$ cat config.mk
export PLATFORM = sky130hd
export DESIGN_NAME = dendrite_accum_flat
export DESIGN_NICKNAME = d
export VERILOG_FILES = /design/src/rtl/dendrite_accum_if.sv /design/src/rtl/dendrite_accum.sv /design/src/flat_wrapper.sv
export SDC_FILE = /design/constraint.sdc
export NUM_CORES = 1
export LEC_CHECK = 0
export ABC_AREA = 1
export CAP_MARGIN = 20
export CORE_MARGIN = 2
export CORE_UTILIZATION = 45
export CTS_CLUSTER_SIZE = 16
export DETAILED_ROUTE_END_ITERATION = 10
export PLACE_DENSITY = 0.69
export SLEW_MARGIN = 15
export SYNTH_ARGS = -nofsm -noshare
export SYNTH_HDL_FRONTEND = slang
export SYNTH_SLANG_ARGS = --single-unit
export TNS_END_PERCENT = 1
$ cat constraint.sdc
create_clock -name clk -period 3.2 [get_ports clk]
set_input_delay 0.64 -clock clk [delete_from_list [all_inputs] [get_ports clk]]
set_output_delay 0.64 -clock clk [all_outputs]
set_load 0.02 [all_outputs]
$ cat src/rtl/dendrite_accum_if.sv
// Spike-event handshake and soma-facing result bus for dendrite_accum.
interface dendrite_accum_if #(
    parameter int unsigned IDX_W = 4,
    parameter int unsigned W_W   = 8
) ();
    logic             ev_valid;
    logic [IDX_W-1:0] ev_idx;
    logic             ev_ready;
    logic             out_valid;
    logic [W_W-1:0]   weight_out;
    logic [7:0]       dt_out;

    modport master (
        output ev_valid, ev_idx,
        input  ev_ready, out_valid, weight_out, dt_out
    );

    modport slave (
        input  ev_valid, ev_idx,
        output ev_ready, out_valid, weight_out, dt_out
    );
endinterface

$ cat src/rtl/dendrite_accum.sv
// Dendrite accumulator: per-step saturating sum of synapse weights, emitted on tick.
// Optional macro DENDRITE_SAT_FLAG_EN adds a sat_flag output.
module dendrite_accum #(
    parameter int unsigned N_SYN = 16,
    parameter int unsigned IDX_W = 4,
    parameter int unsigned W_W   = 8
) (
    input  logic             clk,
    input  logic             rst,
    input  logic             kill,
    input  logic             cfg_we,
    input  logic [IDX_W-1:0] cfg_addr,
    input  logic [W_W-1:0]   cfg_wdata,
    input  logic             tick,
    output logic             busy,
`ifdef DENDRITE_SAT_FLAG_EN
    output logic             sat_flag,
`endif
    dendrite_accum_if.slave  ev
);

    localparam int unsigned A_W = (N_SYN > 1) ? $clog2(N_SYN) : 1;

    typedef enum logic [1:0] {
        ACCUM,
        FLUSH,
        DISABLED
    } state_t;

    state_t         state;
    state_t         state_next;

    logic [W_W-1:0] table_q [N_SYN];
    logic [W_W-1:0] rd_w;
    logic           pipe_v;
    logic [W_W-1:0] acc;
    logic [7:0]     dt;

    logic           accept;
    logic           ev_in_range;
    logic           cfg_in_range;
    logic [W_W:0]   sum_wide;
    logic [W_W-1:0] sum_sat;
    logic           sum_ovf;
    logic [7:0]     dt_inc;

    always_ff @(posedge clk or negedge rst) begin
        if (!rst) begin
            state <= ACCUM;
        end else begin
            state <= state_next;
        end
    end

    always_comb begin
        state_next  = state;
        ev.ev_ready = 1'b0;
        busy        = 1'b0;
        case (state)
            ACCUM: begin
                ev.ev_ready = !kill;
                if (kill) begin
                    state_next = DISABLED;
                end else if (tick) begin
                    state_next = FLUSH;
                end
            end
            FLUSH: begin
                busy       = 1'b1;
                state_next = kill ? DISABLED : ACCUM;
            end
            DISABLED: begin
                state_next = DISABLED;
            end
            default: begin
                state_next = ACCUM;
            end
        endcase
    end

    always_comb begin
        accept       = ev.ev_valid && ev.ev_ready;
        ev_in_range  = 32'(ev.ev_idx) < N_SYN;
        cfg_in_range = 32'(cfg_addr) < N_SYN;
        sum_wide     = {1'b0, acc} + {1'b0, (pipe_v ? rd_w : '0)};
        sum_ovf      = sum_wide[W_W];
        sum_sat      = sum_ovf ? '1 : sum_wide[W_W-1:0];
        dt_inc       = (dt == 8'hFF) ? dt : dt + 8'd1;
    end

    // Nonblocking write alongside the lookup read gives read-before-write.
    always_ff @(posedge clk or negedge rst) begin
        if (!rst) begin
            for (int unsigned i = 0; i < N_SYN; i++) begin
                table_q[i] <= '0;
            end
        end else if (cfg_we && cfg_in_range) begin
            table_q[cfg_addr[A_W-1:0]] <= cfg_wdata;
        end
    end

    always_ff @(posedge clk or negedge rst) begin
        if (!rst) begin
            rd_w <= '0;
        end else if (accept) begin
            rd_w <= ev_in_range ? table_q[ev.ev_idx[A_W-1:0]] : '0;
        end
    end

    // The FLUSH cycle folds in the last in-flight weight and emits directly
    // from that combined sum, so the tick-cycle event lands in the closing step.
    always_ff @(posedge clk or negedge rst) begin
        if (!rst) begin
            pipe_v        <= 1'b0;
            acc           <= '0;
            dt            <= '0;
            ev.out_valid  <= 1'b0;
            ev.weight_out <= '0;
            ev.dt_out     <= '0;
        end else begin
            ev.out_valid <= 1'b0;
            pipe_v       <= accept;
            case (state)
                ACCUM: begin
                    if (kill) begin
                        acc    <= '0;
                        pipe_v <= 1'b0;
                    end else if (pipe_v) begin
                        acc <= sum_sat;
                    end
                end
                FLUSH: begin
                    if (kill) begin
                        acc    <= '0;
                        pipe_v <= 1'b0;
                    end else if (sum_sat != '0) begin
                        ev.out_valid  <= 1'b1;
                        ev.weight_out <= sum_sat;
                        ev.dt_out     <= dt_inc;
                        acc           <= '0;
                        dt            <= '0;
                    end else begin
                        acc <= '0;
                        dt  <= dt_inc;
                    end
                end
                default: begin
                    acc    <= '0;
                    pipe_v <= 1'b0;
                end
            endcase
        end
    end

`ifdef DENDRITE_SAT_FLAG_EN
    logic sat_seen;

    always_ff @(posedge clk or negedge rst) begin
        if (!rst) begin
            sat_seen <= 1'b0;
            sat_flag <= 1'b0;
        end else begin
            sat_flag <= 1'b0;
            case (state)
                ACCUM: begin
                    if (kill) begin
                        sat_seen <= 1'b0;
                    end else if (pipe_v && sum_ovf) begin
                        sat_seen <= 1'b1;
                    end
                end
                FLUSH: begin
                    if (!kill && sum_sat != '0) begin
                        sat_flag <= sat_seen || sum_ovf;
                    end
                    sat_seen <= 1'b0;
                end
                default: begin
                    sat_seen <= 1'b0;
                end
            endcase
        end
    end
`endif

endmodule
$ cat src/flat_wrapper.sv
// flat-port wrapper written by rule: the top's interface ports become plain ports
module dendrite_accum_flat 
#(
    parameter int unsigned N_SYN = 16,
    parameter int unsigned IDX_W = 4,
    parameter int unsigned W_W   = 8
)
  (clk, rst, kill, cfg_we, cfg_addr, cfg_wdata, tick, busy, ev_ev_valid, ev_ev_idx, ev_ev_ready, ev_out_valid, ev_weight_out, ev_dt_out);
  dendrite_accum_if #(.IDX_W(IDX_W), .W_W(W_W)) ev_i ();
  input  logic clk;
  input  logic rst;
  input  logic kill;
  input  logic cfg_we;
  input  logic [IDX_W-1:0] cfg_addr;
  input  logic [W_W-1:0] cfg_wdata;
  input  logic tick;
  output logic busy;
  input wire logic [$bits(ev_i.ev_valid)-1:0] ev_ev_valid;
  input wire logic [$bits(ev_i.ev_idx)-1:0] ev_ev_idx;
  output wire logic [$bits(ev_i.ev_ready)-1:0] ev_ev_ready;
  output wire logic [$bits(ev_i.out_valid)-1:0] ev_out_valid;
  output wire logic [$bits(ev_i.weight_out)-1:0] ev_weight_out;
  output wire logic [$bits(ev_i.dt_out)-1:0] ev_dt_out;
  assign ev_i.ev_valid = ev_ev_valid;
  assign ev_i.ev_idx = ev_ev_idx;
  assign ev_ev_ready = ev_i.ev_ready;
  assign ev_out_valid = ev_i.out_valid;
  assign ev_weight_out = ev_i.weight_out;
  assign ev_dt_out = ev_i.dt_out;
  dendrite_accum #(.N_SYN(N_SYN), .IDX_W(IDX_W), .W_W(W_W)) u_core (.clk(clk), .rst(rst), .kill(kill), .cfg_we(cfg_we), .cfg_addr(cfg_addr), .cfg_wdata(cfg_wdata), .tick(tick), .busy(busy), .ev(ev_i));
endmodule
==> out/metrics.yaml, run 1 <==
sta:
  final.setup.worst_slack_ps: 347
  clock-skew-final_ps: 12.1
  maxSlewHeadroom_pct: 54.9
  setup_viol_count_final: 0
  fmax_achieved_ghz: 0.350
  rsz0062_at_grt: "false"
  worst_margin_pin_slew_ps: 674
  setup-tns-final_ps: 0
  final-max-slew-violation-count: 0
  post_route_worst_hold_slack_ps: 183
  post-route-min-period_ps: 2850
  final.period_utilization_pct: 89.2
  timing_hold_violations_final: 0
logic_synthesis:
  edff_count_synth: 0
  count_of_state_elements_after_synthesis: 172
  synthMuxAreaShare_pct: 0
  main_combinational_cell_family_by_area_after_synthesis: "simple AND/OR/NAND/NOR gates"
  yosys.area_share.adder_pct: 1.62
  synth.distinct_cells: 31
  fraction_of_the_mapped_netlist_area_in_compound_gates_pct: 18.5
  share_of_async_settable_or_async_resettable_flops_after_synthesis_pct: 100
  synth_top_flop_cell: "sky130_fd_sc_hd__dfrtp_1"
  syn-instance-count: 999
  synth.net_count: 1031
  synth.avg_cell_area_um2: 8.18
  share_of_the_synthesized_area_in_the_top_cell_type_pct: 52.6
  post_synth_and_or_nand_nor_area_fraction_pct: 20.3
  post_synth_xor_area_fraction_pct: 0.428
  yosys-top-cells-area: "sky130_fd_sc_hd__dfrtp_1, sky130_fd_sc_hd__o21ai_0, sky130_fd_sc_hd__nand2_1"
  ys_seq_area_share_pct: 52.6
  synthDominantAreaCellType: "sky130_fd_sc_hd__dfrtp_1"
  synthesis.area_um2: 8180
  yosysWarnings: 0
power:
  irDropWorstVdd_uv: 382
  cell_internal_pwr_w: 0.00406
  net-switching-power_w: 0.00145
  power_leakage_nw: 4.49
  clkPwrFrac_pct: 38.6
  power.share.switching_pct: 26.3
  pwr-share-comb_pct: 12.2
  pwr-share-seq_pct: 49.2
  power_per_cell_area_nw_per_um2: 587
clocking:
  cts_buffer_depth: 2
  worst_skew_pair.late_latency_ps: 420
  setup_fix_buffers_added_after_clock_tree_synthesis: 0
  clock-root-buffer: "sky130_fd_sc_hd__clkbuf_16"
  htree_levels: 4
  cts_tree: "yes"
  total_of_hold_buffers_inserted_after_clock_tree_synthesis: 0
  clock_pin_slew_on_the_worst_setup_and_hold_paths_ps: 70
  cts-buffers-inserted: 17
  clock-sinks: 172
  cts-resized-gates: 0
placed_design:
  placed_cell_area_um2: 8790
  pre_cts_ws_ps: 351
  gp_routability_congestion: 0.851
  port_buffers: 40
  dp_hpwl_um: 12900
cells_and_area:
  design_area_um2: 9400
  drive_gt1_share_pct: 7.18
  num-nets-final: 1050
  insertedDiodeCount: 0
  area_growth_syn_to_layout_pct: 14.9
grt:
  maximum_number_of_pins_on_one_net_before_global_route_repair: 56
  track_usage_pct: 21.2
  first_pass_grt_wire_length_um: 32900
  grt.overflow.total: 0
  antenna_found_initial: 0
  first_global_vias: 6394
detailed_routing:
  drt_pass1_iterations: 5
  detailed_route_via_count: 6642
  totalWireLength_um: 19600
  first_iter_violations: 437
  wl_per_cell_um: 15.5
  route.detailed.drc: 0
  vias_per_cell: 5.27
  drtAntennaViolNets: 0
critical_path:
  class_of_the_most_critical_setup_path: "in2out"
  crit_path_max_fanout: 6
  timing.reg2reg.setup_slack_ps: 540
  cp-end-kind: "primary output"
  critical-path-max-stage-delay_ps: 640
  critical-path-slowest-cell: "sky130_fd_sc_hd__clkdlybuf4s50_1"
  crit_top_cell: "sky130_fd_sc_hd__clkdlybuf4s50_1"
  required_ps: 2560
  crit_path_cell_trace: "clkdlybuf4s50_1 -> nor2_1 -> nand2_1 -> inv_1 -> clkdlybuf4s50_1"
  critical_path.startpoint_type: "primary input"
  critical_path_arrival_ps: 2210
floorplanning:
  io_pins: 41
  dieWidth_um: 139
  floorplan.core_area_um2: 17900
  rows: 49
  floorplan.die.height_um: 139
  effective_utilization_at_floorplan_pct: 45.7
  die_area_um2: 19300
job:
  maxCapViolCount: 0
run_status:
  run_status: "completed"
hold_path:
  class_of_the_most_critical_hold_timing_path: "in2async"
-- power groups by stage --
stage | sequential [W] | combinational (W) | clock [W]
6_report | 0.00271 | 0.000674 | 0.00213
5_1_grt | 0.00275 | 0.000787 | 0.00226
4_1_cts | 0.00271 | 0.000680 | 0.00216
3_5_place_dp | 0.00274 | 0.000673 | 0
3_3_place_gp | 0.00273 | 0.000653 | 0
2_1_floorplan | 0.00270 | 0.000467 | 0
-- per-stage QoR --
step,cells,util (%),power (W)
after floorplan,999,-,0.00317
after global placement,1228,49.1,0.00339
after detailed placement,1228,49.1,0.00342
after CTS,1260,52.5,0.00555
after global routing,1260,52.5,0.00579
final,1260,52.5,0.00551
-- synth_stat cells (2+ instances only) --
cell / instances
sky130_fd_sc_hd__nand2_1: 212
sky130_fd_sc_hd__o21ai_0: 194
sky130_fd_sc_hd__nor2_1: 104
sky130_fd_sc_hd__ha_1: 9
sky130_fd_sc_hd__nand3_1: 52
sky130_fd_sc_hd__nand3_2: 3
sky130_fd_sc_hd__nor2_2: 3
sky130_fd_sc_hd__nand2_2: 10
sky130_fd_sc_hd__xnor2_1: 2
sky130_fd_sc_hd__o21ai_1: 3
sky130_fd_sc_hd__o21a_1: 8
sky130_fd_sc_hd__inv_1: 78
sky130_fd_sc_hd__clkbuf_1: 44
sky130_fd_sc_hd__dfrtp_1: 172
sky130_fd_sc_hd__a21oi_1: 36
sky130_fd_sc_hd__buf_1: 4
sky130_fd_sc_hd__o22ai_1: 7
sky130_fd_sc_hd__nor3_1: 2
sky130_fd_sc_hd__xor2_1: 2
sky130_fd_sc_hd__nand3b_1: 2
sky130_fd_sc_hd__o211ai_1: 32
sky130_fd_sc_hd__nand4_1: 3
sky130_fd_sc_hd__buf_2: 9
-- state kept, by name, indices dropped and copies added (netlist names) --
register	cells
u_core.ev.weight_out	8
u_core.ev.out_valid	1
u_core.state	2
u_core.acc	8
u_core.ev.dt_out	8
u_core.table_q	128
u_core.pipe_v	1
u_core.rd_w	8
u_core.dt	8
-- critical path: cells and delay by family --
kind	cells	cell delay, ps
buffers and inverters	3	1240
AND/OR/NAND/NOR	2	340
-- layer usage --
| metal | track usage [%] | wire length (um) | vias to the layer above |
|---|---|---|---|
| met2 | 35.1 | 9430 | 136 |
| met3 | 3.87 | 734 | 27 |
| met5 | 0 | 0 | - |
| met4 | 6.06 | 342 | 0 |
| met1 | 28.7 | 9050 | 3146 |
| li1 | - | - | 3333 |
-- kinds of logic after synthesis --
logic type                 count (synthesis)
AOI/OAI and AO/OA                        280
DFF                                      172
buffers and inverters                    137
adders and majority gates                 10
and+or+nand+nor                          396
xor gates and xnor gates                   4
-- final timing paths --
check                                        start                      end  cells past startpoint
setup / recovery                              kill              ev_ev_ready                      5
hold / removal                                 rst      u_core.table_q[124]                      1
setup reg to reg                     u_core.pipe_v             u_core.dt[1]                     14
hold reg to reg            u_core.ev.weight_out[7]  u_core.ev.weight_out[7]                      2
max in group asynchronous                      rst             u_core.dt[5]                      2
min in group clk           u_core.ev.weight_out[7]  u_core.ev.weight_out[7]                      2
-- layout by cell type, fill, tap and decap left out, types with 2 or more instances in the layout --
master	instances
sky130_fd_sc_hd__nand2_2	10
sky130_fd_sc_hd__buf_12	3
sky130_fd_sc_hd__clkdlybuf4s50_1	37
sky130_fd_sc_hd__a21oi_1	36
sky130_fd_sc_hd__o21a_1	8
sky130_fd_sc_hd__inv_1	78
sky130_fd_sc_hd__nand3_1	52
sky130_fd_sc_hd__o211ai_1	32
sky130_fd_sc_hd__nand3_2	3
sky130_fd_sc_hd__xor2_1	2
sky130_fd_sc_hd__ha_1	9
sky130_fd_sc_hd__nor2_2	3
sky130_fd_sc_hd__o21ai_1	3
sky130_fd_sc_hd__o21ai_0	194
sky130_fd_sc_hd__clkbuf_16	17
sky130_fd_sc_hd__nand4_1	3
sky130_fd_sc_hd__buf_4	15
sky130_fd_sc_hd__clkinv_2	3
sky130_fd_sc_hd__buf_2	2
sky130_fd_sc_hd__nand3b_1	2
sky130_fd_sc_hd__bufinv_16	3
sky130_fd_sc_hd__clkinvlp_4	2
sky130_fd_sc_hd__nor2_1	104
sky130_fd_sc_hd__nor3_1	2
sky130_fd_sc_hd__o22ai_1	7
sky130_fd_sc_hd__xnor2_1	2
sky130_fd_sc_hd__clkinv_4	3
sky130_fd_sc_hd__nand2_1	212
sky130_fd_sc_hd__dfrtp_1	172
-- layout make-up --
cell class              count  area [um^2]
clock buffers              19          443
clock inverters            13          166
fillers                  1680         8510
inverters                  79          297
multi-input cells         690         3340
flip-flops and latches    172         4300
well taps                 229          287
repair buffers             58          564
Power figures use the tool's default switching activity.
==> inputs of run 2 (changes only) <==
Settings changed: CAP_MARGIN 20 to default, DONT_BUFFER_PORTS from default to 1, PLACE_DENSITY 0.69 to 0.66.
==> out/metrics.yaml, run 2 (synthesized netlist as in run 1, its figures left out) <==
cells_and_area:
  max_flop_register: "u_core.table_q"
  largest_register_ffs: 128  # unchanged
  fin_cells: 1205  # -4.4%
  drive_gt1_share_pct: 5.64  # -1.5 points
  fillers: 1718  # +2.3%
  layout.cells.most_common_list: "sky130_fd_sc_hd__nand2_1, sky130_fd_sc_hd__o21ai_0, sky130_fd_sc_hd__dfrtp_1, sky130_fd_sc_hd__nor2_1, sky130_fd_sc_hd__inv_1"
  area_growth_syn_to_layout_pct: 8.11
  insertedDiodeCount: 0  # unchanged
  final_common_cell: "sky130_fd_sc_hd__nand2_1"
  num-nets-final: 996  # -5.1%
sta:
  post_route_worst_hold_slack_ps: -95.5  # -278 ps
  worst_margin_pin_slew_ps: 994  # +321 ps
  final-max-slew-violation-count: 0  # unchanged
  clock-skew-final_ps: 12.1  # +0.00980 ps
  maxSlewHeadroom_pct: 33.5  # -21 points
  setup-tns-final_ps: 0  # unchanged
  final.setup.worst_slack_ps: 526  # +179 ps
  fmax_achieved_ghz: 0.374  # +6.7%
  timing_hold_violations_final: 172  # +172
  rsz0062_at_grt: "false"
  setup_viol_count_final: 0  # unchanged
  post-route-min-period_ps: 2670  # -179 ps
  final.period_utilization_pct: 83.6  # -5.6 points
detailed_routing:
  route.detailed.drc: 0  # unchanged
  vias_per_cell: 5.41  # +2.7%
  wl_per_cell_um: 16.1  # +3.9%
  first_iter_violations: 592  # +35%
  drtAntennaViolNets: 0  # unchanged
  detailed_route_via_count: 6524  # -1.8%
  totalWireLength_um: 19400  # -0.61%
  drt_pass1_iterations: 5  # unchanged
critical_path:
  crit_top_cell: "sky130_fd_sc_hd__nand2_1"
  cp-end-kind: "flip-flop"
  timing.reg2reg.setup_slack_ps: 530  # about the same
  class_of_the_most_critical_setup_path: "reg2reg"
  critical_path_arrival_ps: 2990  # +780 ps
  required_ps: 3510  # +950 ps
  crit_path_max_fanout: 17  # +11
  critical_path.startpoint_type: "flip-flop"
  critical-path-slowest-cell: "sky130_fd_sc_hd__dfrtp_1"
  critical-path-max-stage-delay_ps: 520  # -120 ps
  worst_r2r_path_depth: 15  # +1
  crit_path_cell_trace: "nand2_1 -> inv_1 -> ha_1 -> fa_1 -> nand2_1 -> nand2_1 -> nand2_2 -> nor2_2 -> nor2_8 -> nand3_2 -> nor2_1 -> nand3_2 -> buf_4 -> nand3_1 -> nand2_1"
floorplanning:
  rows: 49  # unchanged
  floorplan.core_area_um2: 17900  # unchanged
  die_area_um2: 19300  # unchanged
  effective_utilization_at_floorplan_pct: 45.7  # unchanged
  io_pins: 41  # unchanged
  floorplan.die.height_um: 139  # unchanged
  dieWidth_um: 139  # unchanged
clocking:
  clock_pin_slew_on_the_worst_setup_and_hold_paths_ps: 70  # about the same
  htree_levels: 4  # unchanged
  clock-root-buffer: "sky130_fd_sc_hd__clkbuf_16"
  cts_tree: "yes"
  cts-resized-gates: 0  # unchanged
  worst_skew_pair.late_latency_ps: 420  # about the same
  cts_buffer_depth: 2  # unchanged
  cts-buffers-inserted: 17  # unchanged
  setup_fix_buffers_added_after_clock_tree_synthesis: 0  # unchanged
  clock-sinks: 172  # unchanged
grt:
  first_global_vias: 6152  # -3.8%
  grt.overflow.total: 0  # unchanged
  maximum_number_of_pins_on_one_net_before_global_route_repair: 173  # +210%
  first_pass_grt_wire_length_um: 32100  # -2.5%
  track_usage_pct: 20.6  # -0.60 points
  antenna_found_initial: 0  # unchanged
power:
  total_power_w: 0.00528  # -4.2%
  irDropWorstVdd_uv: 380  # -0.73%
  power_per_cell_area_nw_per_um2: 597  # +1.8%
  power_leakage_nw: 4.23  # -5.7%
hold_path:
  class_of_the_most_critical_hold_timing_path: "in2async"
placed_design:
  port_buffers: 0  # -100%
  dp_hpwl_um: 12100  # -5.5%
  dp_cells: 1174  # -4.4%
  pre_cts_ws_ps: 545  # +194 ps
  gp_routability_congestion: 0.871  # +2.4%
run_status:
  run_status: "finished with violations"
  violations: "negative hold slack"
job:
  maxCapViolCount: 0  # unchanged
run 2: changes by cell type in the layout (fill, tap and decap cells not counted), sizes merged:
| cell | delta |
|---|---|
| clkdlybuf4s50 | -37 |
| buf | -17 |
| clkinv | -3 |
| clkinvlp | +2 |
| bufinv | -1 |
| inv | +1 |
run 2: metal layers:
metal  up-vias  global-route usage (%)  part of all wire (%)
met5         -                       0                     0
li1       3217                       -                     -
met2       133                    32.4                    47
met3        26                    4.07                   4.1
met1      3148                    29.1                    47
met4         0                    5.95                   1.8
run 2: per-stage QoR:
step / instance area, um^2 / utilization, %
floorplan: 8180 / -
global placement: 8270 / 46.2
detailed placement: 8270 / 46.2
CTS: 8840 / 49.4
global route: 8840 / 49.4
finish: 8840 / 49.4
run 2: worst paths after layout:
kind                                         start                  end
worst min register to register  u_core.table_q[12]   u_core.table_q[12]
max in group asynchronous                      rst   u_core.table_q[43]
worst max-delay path                 u_core.pipe_v  u_core.ev.dt_out[1]
min in group clk                      cfg_wdata[1]   u_core.table_q[81]
worst max register to register       u_core.pipe_v  u_core.ev.dt_out[1]
worst min-delay path                           rst   u_core.table_q[88]
run 2: final cells by class:
cell class / count / area, um^2 / share of cell area, %
multi-input cells: 690 / 3340 / 37.7
well taps: 229 / 287 / 3.24
clock buffers: 19 / 433 / 4.90
clock inverters: 12 / 141 / 1.60
repair buffers: 4 / 42.5 / 0.481
inverters: 79 / 297 / 3.35
flip-flops and latches: 172 / 4300 / 48.7
run 2: worst max-delay path: cells and delay by family (launching register included):
kind | cells | cell delay (ps)
buffers and inverters | 2 | 300
and+or+nand+nor | 11 | 1120
DFF | 1 | 520
adders and majority gates | 2 | 610
run 2: report_power, final:
part | internal, W | switching, W | total, W
Combinational | 0.000235 | 0.000310 | 0.000545
Sequential | 0.00254 | 0.000173 | 0.00271
Clock | 0.00116 | 0.000868 | 0.00202
==> variant 1 (settings of run 2) <==
Encoding of `state_t`: now one-hot (3 bits for 3 states).
--- a/src/rtl/dendrite_accum.sv
+++ b/src/rtl/dendrite_accum.sv
@@ -21,10 +21,10 @@
 
     localparam int unsigned A_W = (N_SYN > 1) ? $clog2(N_SYN) : 1;
 
-    typedef enum logic [1:0] {
-        ACCUM,
-        FLUSH,
-        DISABLED
+    typedef enum logic [2:0] {
+        ACCUM    = 3'b001,
+        FLUSH    = 3'b010,
+        DISABLED = 3'b100
     } state_t;
 
     state_t         state;
Check against the original RTL: same outputs for any inputs over 4 cycles, from zero or initial values and one cycle with rst low; so few cycles prove little.
==> variant 1 against run 2 <==
- the flow still finishes with violations (negative hold slack)
- synthesized area increased by 1.1%
- design area increased by 1.0%
- routed wire length increased by 2.3%
- worst setup slack got worse by 0.16 ns
- sequential cell count increased by 1
- power increased by 13%
- non-clock buffer count increased by 3
- synthesized cell count increased by 0.80%
- utilization increased by 0.35 points
- critical endpoint is now u_core.ev.weight_out[2]
==> variant 1: results (changes against run 2) <==
| Metric | Value |
|---|---|
| Total GRT Usage | `0.2139 (+0.008317)` |
| Layout cells sized above 1 | `0.06883 (+0.01247)` |
| Final hold slack | `-0.09660 ns (-0.001055 ns)` |
| Synth cell count leaders | `nand2_1, o21ai_0, dfrtp_1, nor2_1, inv_1` |
| Status | `complete, but fails checks` |
| VDD IR max | `0.4518 mV (+19%)` |
| Placed cell area | `8363 sq um (+1.2%)` |
| Synth unique cells | `34 (+9.7%)` |
| Placer's final routability congestion estimate | `0.8708 (about the same)` |
| Via Count | `6542 (+0.28%)` |
| DRT met1 WL | `9105 um (-0.84%)` |
| Clk_skew | `0.01155 ns (-0.0005242 ns)` |
| Main area contributors after synthesis | `dfrtp_1, o21ai_0, nand2_1, nor2_1, inv_1` |
| Seq/Total Area, Yosys | `0.5239 (-0.002479)` |
| Actual slew at the worst max-slew pin | `0.9988 ns (+0.004319 ns)` |
| Final hold vios | `172 (unchanged)` |
| Synthesized instance count | `1007 (+0.80%)` |
| Failing checks | `negative hold slack` |
| Vias in the first global route | `6335 (+3.0%)` |
| Drt pass-1 iters | `7 (+2)` |
| Final HPWL DP | `12720 um (+4.8%)` |
| Psw | `0.001794 W (+33%)` |
| # H-tree levels | `4 (unchanged)` |
| Layout Cells excl Fill | `1217 (+1.0%)` |
| CP arrival | `3.19 ns (+0.20 ns)` |
| Wire per inst | `16.33 um (+1.3%)` |
| Met2 wire len | `9408 um (+3.4%)` |
| Initial DRC Count | `578 (-2.4%)` |
| DR WL met3 | `1071 um (+33%)` |
| First-pass GRT wire length | `33080 um (+3.1%)` |
-- variant 1: cells by family after synthesis --
logic type / Yosys count / share of synthesized area
compound gates: 280 / 0.1827
xor+xnor: 5 / 0.005299
fa+ha+maj: 10 / 0.01605
buf+inv: 139 / 0.06600
flops: 173 / 0.5239
simple gates: 400 / 0.2060
-- variant 1: metal layers --
layer,vias to the layer above,track usage
met5,-,0
met4,0,0.06645
met3,25,0.04542
met2,130,0.3437
met1,3131,0.2925
li1,3256,-
-- variant 1: layout make-up --
type | count | area [sq um]
clock buffer | 18 | 439.2
inverter | 81 | 304.0
timing repair buffer | 7 | 52.55
clock inverter | 14 | 130.1
tap | 229 | 286.5
multi-input combinational | 695 | 3390
sequential | 173 | 4330
fill | 1736 | 9031
-- variant 1: path summary, 6_finish.rpt --
path / slack (ns) / to / cells past startpoint / from
setup reg to reg: 0.37 / u_core.ev.weight_out[2] / 15 / u_core.pipe_v
setup / recovery: 0.37 / u_core.ev.weight_out[2] / 15 / u_core.pipe_v
max in group asynchronous: 3.00 / u_core.state[0] / 0 / rst
hold / removal: -0.1 / u_core.acc[6] / 0 / rst
hold reg to reg: 0.48 / u_core.table_q[113] / 2 / u_core.table_q[113]
min in group clk: 0.30 / u_core.state[0] / 1 / tick
-- variant 1: power groups by stage --
| stage | logic, W | registers, W | clock network [W] |
|---|---|---|---|
| after floorplan | 0.000835 | 0.00290 | 0 |
| after global placement | 0.000970 | 0.00296 | 0 |
| after detailed placement | 0.000997 | 0.00298 | 0 |
| after CTS | 0.000999 | 0.00294 | 0.00205 |
| after global routing | 0.00116 | 0.00301 | 0.00213 |
| final | 0.000990 | 0.00295 | 0.00201 |
-- variant 1: worst max-delay path, stage by stage (launching register included) --
cell and delay, ns:
dfrtp_1 0.52, nand2_1 0.11, inv_1 0.04, ha_1 0.21, fa_1 0.40, nand2_1 0.09, nand2_1 0.09, nand2_2 0.08
nor2_2 0.06, nor2_8 0.13, nand3_1 0.10, nor2_2 0.12, nand3_2 0.29, nand2_4 0.33, nand2_1 0.10, nand2_1 0.07
-- variant 1: through the flow --
stage                     hold slack, ns  setup slack [ns]  total power (W)
after CTS                        -0.1142            0.3499         0.005989
after global routing             -0.1203           0.07411         0.006297
after detailed placement          0.3500            0.3990         0.003979
after floorplan                   0.3444            0.7658         0.003739
after global placement            0.3518            0.4461         0.003934
final                           -0.09660            0.3662         0.005943
==> variant 2 (flow settings as in run 2) <==
Without the edit above. `W_W` is set to 8 in 3 places; all go to 6.
--- a/src/rtl/dendrite_accum_if.sv
+++ b/src/rtl/dendrite_accum_if.sv
@@ -1,7 +1,7 @@
 // Spike-event handshake and soma-facing result bus for dendrite_accum.
 interface dendrite_accum_if #(
     parameter int unsigned IDX_W = 4,
-    parameter int unsigned W_W   = 8
+    parameter int unsigned W_W   = 6
 ) ();
     logic             ev_valid;
     logic [IDX_W-1:0] ev_idx;
--- a/src/rtl/dendrite_accum.sv
+++ b/src/rtl/dendrite_accum.sv
@@ -3,7 +3,7 @@
 module dendrite_accum #(
     parameter int unsigned N_SYN = 16,
     parameter int unsigned IDX_W = 4,
-    parameter int unsigned W_W   = 8
+    parameter int unsigned W_W   = 6
 ) (
     input  logic             clk,
     input  logic             rst,
--- a/src/flat_wrapper.sv
+++ b/src/flat_wrapper.sv
@@ -3,7 +3,7 @@
 #(
     parameter int unsigned N_SYN = 16,
     parameter int unsigned IDX_W = 4,
-    parameter int unsigned W_W   = 8
+    parameter int unsigned W_W   = 6
 )
   (clk, rst, kill, cfg_we, cfg_addr, cfg_wdata, tick, busy, ev_ev_valid, ev_ev_idx, ev_ev_ready, ev_out_valid, ev_weight_out, ev_dt_out);
   dendrite_accum_if #(.IDX_W(IDX_W), .W_W(W_W)) ev_i ();
Interface: changed (resized cfg_wdata and ev_weight_out); port bits go from 41 to 37. The function was not compared with the original's and may differ.
==> variant 2 against run 2 <==
- the run still ends with negative hold slack left
- synthesized area down 21%
- clock skew fell by 0.0062 ns
- power fell by 15%
- sequential cell count down 38
- global-route usage increased by 2.0 points
- routed wire length down 19%
- die area down 20%
- design area fell by 20%
- worst setup slack improved by 0.22 ns
- sequential power is 23% lower
- synthesized cell count down 19%
- critical path type unchanged
- largest cell class unchanged
==> variant 2: results (changes against run 2) <==
| Metric | Value |
|---|---|
| CTS Buffer Depth | `2 (unchanged)` |
| Post-synthesis mux area share | `0 (unchanged)` |
| DR WL met3 | `931 um (+16%)` |
| VDD IR max | `0.3823 mV (+0.73%)` |
| Adder-Cell Fraction of Synth Area | `0.01663 (+0.0004109)` |
| Routing usage on met3 | `0.06548 (+0.02473)` |
| DRT met1 WL | `6917 um (-25%)` |
| Synth cell count leaders | `nand2_1, o21ai_0, dfrtp_1, nor2_1, nand3_1` |
| Compound-Gate Fraction of Synth Area | `0.1505 (-0.03424)` |
| Worst EP required | `3.56 ns (+0.05 ns)` |
| Clock Latency Late Sink | `0.42 ns (about the same)` |
| Leakage | `3.489 nW (-18%)` |
| Max stage delay on crit path | `0.43 ns (-0.09 ns)` |
| Status | `complete, but fails checks` |
| Vias in the first global route | `5142 (-16%)` |
| Synth unique cells | `33 (+6.5%)` |
| Placed insts | `945 (-20%)` |
| Via Count | `5345 (-18%)` |
| Synth Net Count | `834 (-19%)` |
| Buffers on Ports | `0 (unchanged)` |
| Top delay family on crit path | `simple AND/OR/NAND/NOR gates` |
| Largest Register | `u_core.table_q` |
| Main area contributors after synthesis | `dfrtp_1, nand2_1, o21ai_0, nor2_1, nand3_1` |
| Avg Cell Area, Syn | `8.027 sq um (-1.9%)` |
| DRC | `0 (unchanged)` |
| Total GRT Usage | `0.2253 (+0.01970)` |
| Fillers | `1334 (-22%)` |
| Relative slew margins | `0.3680 (+0.03344)` |
| Nets | `812 (-18%)` |
| Syn. warnings | `0 (unchanged)` |
| Drt via density | `5.471 (+1.0%)` |
| DRT Wirelength | `15740 um (-19%)` |
| Hold Crit Class | `in -> async` |
| Global Route met2 Usage | `0.3609 (+0.03683)` |
| Initial antenna violation count | `0 (unchanged)` |
| Met1 Use GR | `0.2822 (-0.008682)` |
| Largest net degree at the start of global routing | `135 (-22%)` |
| Placer's final routability congestion estimate | `0.8932 (+2.5%)` |
| Crit Path Max Fanout | `23 (+6)` |
| Layout cells sized above 1 | `0.07026 (+0.01391)` |
| First-pass GRT wire length | `26030 um (-19%)` |
| Final hold vios | `134 (-22%)` |
| Post-Synth XOR/XNOR Area | `0.004061 (-0.0002235)` |
| Initial DRC Count | `490 (-17%)` |
| Final hold slack | `-0.08135 ns (+0.01419 ns)` |
| Failing checks | `negative hold slack` |
| Post-CTS Setup Repair Bufs | `0 (unchanged)` |
| Final HPWL DP | `10210 um (-16%)` |
| Slowest CP cell | `dfrtp_1` |
| Seq/Total Area, Yosys | `0.5183 (-0.008121)` |
| Top sig layer | `met4` |
| Met2 wire len | `7518 um (-17%)` |
| Inserted Diodes | `0 (unchanged)` |
| Clk_skew | `0.005898 ns (-0.006180 ns)` |
## variant 2: cell types whose count changed in the layout (fill, tap and decap cells not counted), moves of 6 or more
cell      delta
dfrtp_1     -38
o21ai_1     +10
o21a_1       -8
o211ai_1    -15
inv_1       -30
a21oi_1     -21
o21ai_0     -56
nor2_1      -18
o22ai_1      -6
## variant 2: worst paths after layout
check	endpoint	slack [ns]	depth (start not counted)
setup / recovery	u_core.ev.weight_out[5]	0.75	11
hold / removal	u_core.table_q[68]	-0.08	0
min in group clk	u_core.state[0]	0.33	2
hold reg to reg	u_core.table_q[79]	0.48	2
setup reg to reg	u_core.ev.weight_out[5]	0.75	11
max in group asynchronous	u_core.table_q[72]	3.09	0
## variant 2: layout make-up
cell class                 instances  area (sq um)  share of cell area
clock buffer                      24         471.7             0.06643
clock inverter                     8         122.6             0.01727
inverter                          53         198.9             0.02802
multi-input combinational        575          2706              0.3811
sequential                       134          3353              0.4722
tap                              180         225.2             0.03172
timing repair buffer               3         22.52            0.003172
## variant 2: stage by stage
step | power, W | setup slack [ns] | hold slack (ns) | utilization | cell area (sq um)
after floorplan | 0.002427 | 1.121 | 0.3444 | - | 6470
after global placement | 0.002503 | 0.8267 | 0.3503 | 0.4651 | 6506
after detailed placement | 0.002537 | 0.7405 | 0.3494 | 0.4651 | 6506
final | 0.004485 | 0.7473 | -0.08135 | 0.5076 | 7101
after global routing | 0.004721 | 0.4034 | -0.1040 | 0.5076 | 7101
after CTS | 0.004520 | 0.7266 | -0.09828 | 0.5076 | 7101
## variant 2: where the power goes
group	leakage (nW)	switching (W)	internal (W)	total, W
clock network	0.280	0.000709	0.00126	0.00197
logic	1.48	0.000249	0.000172	0.000420
registers	1.73	0.000134	0.00196	0.00209
total	3.49	0.00109	0.00339	0.00449
